### src/rtl/pong_input_ctrl.sv
// pong_input_ctrl: input conditioner for the Pong state machine.
// Synchronizes and debounces the five raw board buttons, produces the
// per-player 2-bit direction codes and a one-cycle start pulse.
// Optional feature macro: PONG_CPU_PLAYER_EN. When defined, the right-hand
// player is driven by a tracking CPU opponent instead of the right buttons.
module pong_input_ctrl #(
  parameter int DEBOUNCE_CYCLES = 250000,
  parameter int CPU_DEADBAND    = 4
) (
  input  logic       clk,
  input  logic       reset,
  input  logic       btn_start,
  input  logic       btn_left_up,
  input  logic       btn_left_down,
  input  logic       btn_right_up,
  input  logic       btn_right_down,
  input  logic [9:0] ball_pos_y,
  input  logic [9:0] ball_size,
  input  logic [9:0] player_right_pos,
  input  logic [9:0] paddle_height,
  output logic       start_game,
  output logic [1:0] player_left_input,
  output logic [1:0] player_right_input
);

  localparam int NBTN  = 5;
  localparam int CNT_W = $clog2(DEBOUNCE_CYCLES + 1);
  // Last count value before a flip: the incremented value would hit DEBOUNCE_CYCLES.
  localparam logic [CNT_W-1:0] CNT_LAST = CNT_W'(DEBOUNCE_CYCLES - 1);

  // Button order: 0 start, 1 left up, 2 left down, 3 right up, 4 right down.
  logic [NBTN-1:0] raw;
  logic [NBTN-1:0] s1;
  logic [NBTN-1:0] s2;
  logic [NBTN-1:0] db;
  logic            db_start_q;

  assign raw = {btn_right_down, btn_right_up, btn_left_down, btn_left_up, btn_start};

  // Up wins only when down is released, and vice versa; both pressed is idle.
  function automatic logic [1:0] dir_code(input logic up, input logic down);
    return {up & ~down, down & ~up};
  endfunction

  // Two-flop synchronizer for every raw button (asynchronous to clk).
  always_ff @(posedge clk or posedge reset) begin
    if (reset) begin
      s1 <= '0;
      s2 <= '0;
    end else begin
      s1 <= raw;
      s2 <= s1;
    end
  end

  for (genvar i = 0; i < NBTN; i++) begin : g_db
    logic [CNT_W-1:0] cnt;
    logic             db_bit;

    // Count consecutive disagreeing cycles; any agreement restarts the count.
    always_ff @(posedge clk or posedge reset) begin
      if (reset) begin
        cnt    <= '0;
        db_bit <= 1'b0;
      end else if (s2[i] != db_bit) begin
        if (cnt == CNT_LAST) begin
          db_bit <= s2[i];
          cnt    <= '0;
        end else begin
          cnt <= cnt + CNT_W'(1);
        end
      end else begin
        cnt <= '0;
      end
    end

    assign db[i] = db_bit;
  end

  // One-cycle delayed copy of the debounced start for rising-edge detection.
  always_ff @(posedge clk or posedge reset) begin
    if (reset) begin
      db_start_q <= 1'b0;
    end else begin
      db_start_q <= db[0];
    end
  end

  assign start_game        = db[0] & ~db_start_q;
  assign player_left_input = dir_code(db[1], db[2]);

`ifdef PONG_CPU_PLAYER_EN
  // Midpoints held at 11 bits so ball/paddle sums near the screen edge never wrap.
  localparam logic [10:0] DEADBAND = 11'(CPU_DEADBAND);

  logic [10:0] ball_mid;
  logic [10:0] paddle_mid;
  logic [1:0]  cpu_dir;
  logic        unused_right;

  assign ball_mid     = {1'b0, ball_pos_y} + {2'b00, ball_size[9:1]};
  assign paddle_mid   = {1'b0, player_right_pos} + {2'b00, paddle_height[9:1]};
  assign unused_right = ^db[4:3];

  // CPU opponent: steer the paddle centre toward the ball centre outside the dead zone.
  always_ff @(posedge clk or posedge reset) begin
    if (reset) begin
      cpu_dir <= 2'b00;
    end else if (ball_mid + DEADBAND < paddle_mid) begin
      cpu_dir <= 2'b10;
    end else if (ball_mid > paddle_mid + DEADBAND) begin
      cpu_dir <= 2'b01;
    end else begin
      cpu_dir <= 2'b00;
    end
  end

  assign player_right_input = cpu_dir;
`else
  logic unused_pos;

  assign unused_pos         = ^{ball_pos_y, ball_size, player_right_pos, paddle_height};
  assign player_right_input = dir_code(db[3], db[4]);
`endif

endmodule

### config.mk
export PLATFORM = sky130hd
export DESIGN_NAME = pong_input_ctrl
export DESIGN_NICKNAME = d
export VERILOG_FILES = /design/src/rtl/pong_input_ctrl.sv
export SDC_FILE = /design/constraint.sdc
export NUM_CORES = 1
export LEC_CHECK = 0
export BUFFER_PORTS_ARGS = -buffer_cell sky130_fd_sc_hd__buf_2
export CAP_MARGIN = 20
export CORE_AREA = 2 2 110 112
export DETAILED_ROUTE_END_ITERATION = 6
export DIE_AREA = 0 0 112 114
export MAX_ROUTING_LAYER = met4
export PLACE_DENSITY_LB_ADDON = 0.25
export SLEW_MARGIN = 15
export SYNTH_ARGS = -nofsm -noshare
export SYNTH_HDL_FRONTEND = slang
export SYNTH_SLANG_ARGS = --single-unit
### constraint.sdc
create_clock -name clk -period 6.1 [get_ports clk]
set_input_delay 0.61 -clock clk [delete_from_list [all_inputs] [get_ports clk]]
set_output_delay 0.61 -clock clk [all_outputs]
set_load 0.01 [all_outputs]
== After elaboration in Yosys (flattened, before gate mapping) ==
Index checks and enable logic that the tools add are counted.

* Shifts and indexed selects: 0
* Equality and inequality tests: 10
* Add/subtract/negate cells: 5
* Bitwise gates (word level): 10
* $lt $le $gt $ge: 0
* Multiply operators: 0
* Divide/modulo/power cells: 0
* Reductions and logical operators: 5
* Muxes and demuxes: 10

{| class="wikitable"
|+ Operators with widths
! kind !! count
|-
| $mux 18 || 10
|-
| $add 18x1->18 const B || 5
|-
| $eq 18x18->1 const B || 5
|-
| $reduce_and 2->1 || 5
|-
| $and 1x1->1 || 5
|-
| $ne 1x1->1 || 5
|-
| $not 1->1 || 5
|}

* RAM bits: 0
* ROM bits: 0
* Bits in latches: 0
* Logic and storage cells: 53
* Register bits after elaboration: 106
* Memories: 0

== Depth between registers and ports, before layout ==
* Depth in word-level cells: 3
* Mapped depth: 6

== Worst setup path before layout ==
OpenSTA, ideal clock, no wires.

* Kind: reg-to-reg
* Start point: reg g_db[4].cnt[9]
* End point: reg g_db[4].db_bit
* Data arrival time: 1.759 ns
* Setup slack: 4.216 ns
* Library setup time: 0.125 ns
* Path buffers: 0
* Stages on the path, launching flop included: 5
* Cells stage by stage: dfrtp_1 > or4b_1 > or3_4 > nor2_1 > mux2_2

* Word-level cells in the longest chain between the ends: 2

{| class="wikitable"
|+ Ends and longest elaborated chain
! what !! RTL line !! source
|-
| start, declared || 57 || <nowiki>logic [CNT_W-1:0] cnt;</nowiki>
|-
| start signal, assigned || 70 || <nowiki>cnt <= cnt + CNT_W'(1);</nowiki>
|-
| $eq 18x18->1 || 66 || <nowiki>if (cnt == CNT_LAST) begin</nowiki>
|-
| $reduce_and 2->1 (no source line) || n/a ||
|-
| end signal, assigned || 67 || <nowiki>db_bit <= s2[i];</nowiki>
|-
| end, declared || 58 || <nowiki>logic db_bit;</nowiki>
|}

No other way between the ends.
A chain may end at the register's enable or synchronous reset.

== Worst setup path after layout ==
* Start point: reg g_db[3].cnt[13]
* End point: reg g_db[3].cnt[4]

* Word-level cells in the longest chain between the ends: 3

{| class="wikitable"
|+ Ends and longest elaborated chain
! what !! RTL line !! source
|-
| start, declared || 57 ||
|-
| start signal, assigned || 70 ||
|-
| $eq 18x18->1 || 66 ||
|-
| $mux 18 || 66 ||
|-
| $mux 18 || 65 || <nowiki>end else if (s2[i] != db_bit) begin</nowiki>
|}

No other way between the ends.

==> impl_metrics.yaml <==
sta:
  finClkSkew_ns: 0.00805
  final-hold-violation-count: 0
  worst_slack_ns: 3.90
  slew_headroom_pct: 35.0
  grt_setup_unrepaired: "false"
  max_freq_mhz: 455
  period_share_pct: 36.0
  drv_slew: 0
  finalSetupTns_ns: 0
  setup_viol: 0
  period_needed_ns: 2.20
  tightest_slew_ns: 0.971
synth:
  syn_area_sq_um: 5080
  yosysSeqAreaShare_pct: 52.2
  synth_nets: 543
  synth_cell_types: 36
  ys_warn_count: 0
  synthCells: 491
  yosys_register_bits: 106
  syn_avg_cell_area_sq_um: 10.4
floorplanning:
  die_area_sq_um: 12800
  row_count: 40
  die_h_um: 114
  ios: 52
  initial_core_util_pct: 43.4
  coreArea_sq_um: 11700
  die_w_um: 112
setup_path:
  end_kind: "flip-flop"
  path_buf_inv: 0
  crit_type: "flip-flop to flip-flop"
  cp_max_fo: 18
  critPathLaunchType: "flip-flop"
  cp.arrival_ns: 2.40
  cp.required_ns: 6.30
  r2r_end: "g_db[3].cnt[4]$_DFF_PP0_"
  slowest_delay_ns: 0.94
  cp_top_family: "compound AO/OA/AOI/OAI gates"
  regToRegSetupSlack_ns: 3.90
  worstPathCellList: "nor4b_1 -> nand2_1 -> o41ai_4 -> nor2_1"
  r2r_start: "g_db[3].cnt[13]$_DFF_PP0_"
  worstRegToRegCells: 4
  crit_slowest_cell: "o41ai_4"
clocking:
  cts_root_buf: "clkbuf_16"
  cts_tree: "yes"
  cts_buffer_depth: 2
  cts_buffers: 9
  clkTransAtPathRegs_ns: 0.08
  htree_levels: 3
  clk_latency_ns: 0.35
  cts_setup_buffers: 0
  cts.sinks: 106
  cts_hold_buffers: 0
  post_cts_resized: 0
power_and_ir_drop:
  p_leak_nw: 2.27
  p_per_area_nw_per_um2: 245
  peakVddDrop_v: 0.000135
  power_w: 0.00137
global_route:
  grt_usage_pct: 15.9
  grt_pass1_vias: 3328
  grt_overflow: 0
  antenna_found_initial: 0
  grt_max_degree: 75
  grt_pass1_wl_um: 15800
place:
  gp_congestion: 0.816
  io_buffers: 11
  dp_hpwl_um: 6110
  dp_slack_ns: 3.90
  placed_area_sq_um: 5300
cells_and_area:
  fin_area_sq_um: 5600
  layout.nets: 561
  final_common_cell: "dfrtp_1"
  drive_gt1_share_pct: 9.14
  diodes: 0
  layout.cells.most_common_list: "dfrtp_1, nor2_1, xnor2_1"
  areaGrowthSynthToFinish_pct: 10.2
detailed_routing:
  postRouteAntennaNets: 0
  via_count: 3534
  routed_wl_um: 9100
  wire_per_inst_um: 13.8
  via_per_inst: 5.35
  drcViolationCount: 0
  drt-initial-drc-count: 211
  dr.pass1.iters: 4
job:
  drv_cap: 0
run_status:
  status: "completed"
min_path:
  hp-class: "input port to asynchronous set/reset pin"
flip-flops by register name, summed over array words and instances, names as in the netlist:
signal,flops
s2,5
g_db.db_bit,5
s1,5
g_db.cnt,90
db_start_q,1
metal layers:
layer,global-route usage [%],part of all wire (%),up-vias
li1,-,-,1758
met1,21.4,50,1720
met2,23.2,45,40
met3,3.29,2.6,16
met4,7.72,2.4,0
met5,-,0,-
cells by family (layout without fill, tap and decap cells):
logic type | Yosys count | in the layout | share of synthesized area [%]
adder cells (fa/ha/maj) | 5 | 5 | 1.23
multiplexers | 5 | 5 | 1.11
AND/OR/NAND/NOR | 256 | 256 | 26.4
buffers and inverters | 21 | 44 | 1.97
XOR/XNOR | 77 | 77 | 13.3
flip-flops | 106 | 106 | 52.2
AO/OA/AOI/OAI | 21 | 21 | 3.84
metrics by stage:
step,cells,hold WS (ns),util (%)
finish,661,0.251,47.8
global route,661,0.285,47.8
global placement,645,0.334,45.2
floorplan,491,0.331,-
CTS,661,0.255,47.8
detailed placement,645,0.337,45.2
synthesized netlist by cell type:
cell      count  area [sq um]
nor3_1       12          60.1
nand4_1      26           163
xor2_1       29           254
o41ai_2       1          16.3
or4b_1        6          60.1
and2_1        1          6.26
buf_4         1          7.51
buf_6         2          22.5
nand2_1      24          90.1
or3_4         4          45.0
nand2b_1      1          6.26
nor4_1       23           144
xnor2_1      48           420
ha_1          5          62.6
nor2_1       94           353
mux2_2        5          56.3
and3_1        1          6.26
nand3b_1      2          15.0
buf_2         2          10.0
or3_1         4          25.0
nand4_2       1          12.5
or4b_2        1          10.0
o21ai_0       4          20.0
or4_1         5          37.5
nand3_1      33           165
inv_1        15          56.3
a21oi_1       8          40.0
o21ai_4       2          32.5
nor4b_1       2          17.5
nor2b_1       6          37.5
o31ai_1       3          22.5
and4_1       10          87.6
dfrtp_1     106          2650
clkbuf_1      1          3.75
o41ai_4       2          55.1
a31o_2        1          8.76
worst register-to-register path, stage by stage (launching register included):
cell and delay, ns:
dfrtp_1 0.46, nor4b_1 0.33, nand2_1 0.18, o41ai_4 0.94, nor2_1 0.13
power breakdown:
group / total [W] / leakage [nW] / switching (W) / internal [W]
Clock: 0.000601 / 0.153 / 0.000274 / 0.000326
Sequential: 0.000725 / 1.45 / 0.0000113 / 0.000714
Combinational: 0.0000451 / 0.673 / 0.0000323 / 0.0000128
Total: 0.00137 / 2.27 / 0.000318 / 0.00105
how the worst max path moves through the flow:
stage / from / endpoint / slack, ns / cells after the start
final: g_db[3].cnt[13]$_DFF_PP0_ / g_db[3].cnt[4]$_DFF_PP0_ / 3.90 / 4
after floorplan: reset / db_start_q$_DFF_PP0_ / 2.70 / 1
after global placement: g_db[1].cnt[0]$_DFF_PP0_ / g_db[1].cnt[3]$_DFF_PP0_ / 3.94 / 5
after detailed placement: g_db[1].cnt[0]$_DFF_PP0_ / g_db[1].cnt[5]$_DFF_PP0_ / 3.90 / 5
after global routing: g_db[3].cnt[10]$_DFF_PP0_ / g_db[3].cnt[4]$_DFF_PP0_ / 3.72 / 4
after CTS: g_db[0].cnt[10]$_DFF_PP0_ / g_db[0].cnt[8]$_DFF_PP0_ / 3.89 / 3
area by class of cell:
class / count / area [sq um]
timing repair buffer: 13 / 70.1
inverter: 15 / 58.8
clock buffer: 9 / 225
multi-input combinational: 364 / 2330
clock inverter: 7 / 81.3
fill: 1124 / 6110
tap: 147 / 184
sequential: 106 / 2650
Note: power is estimated with default switching activity, not from simulation.
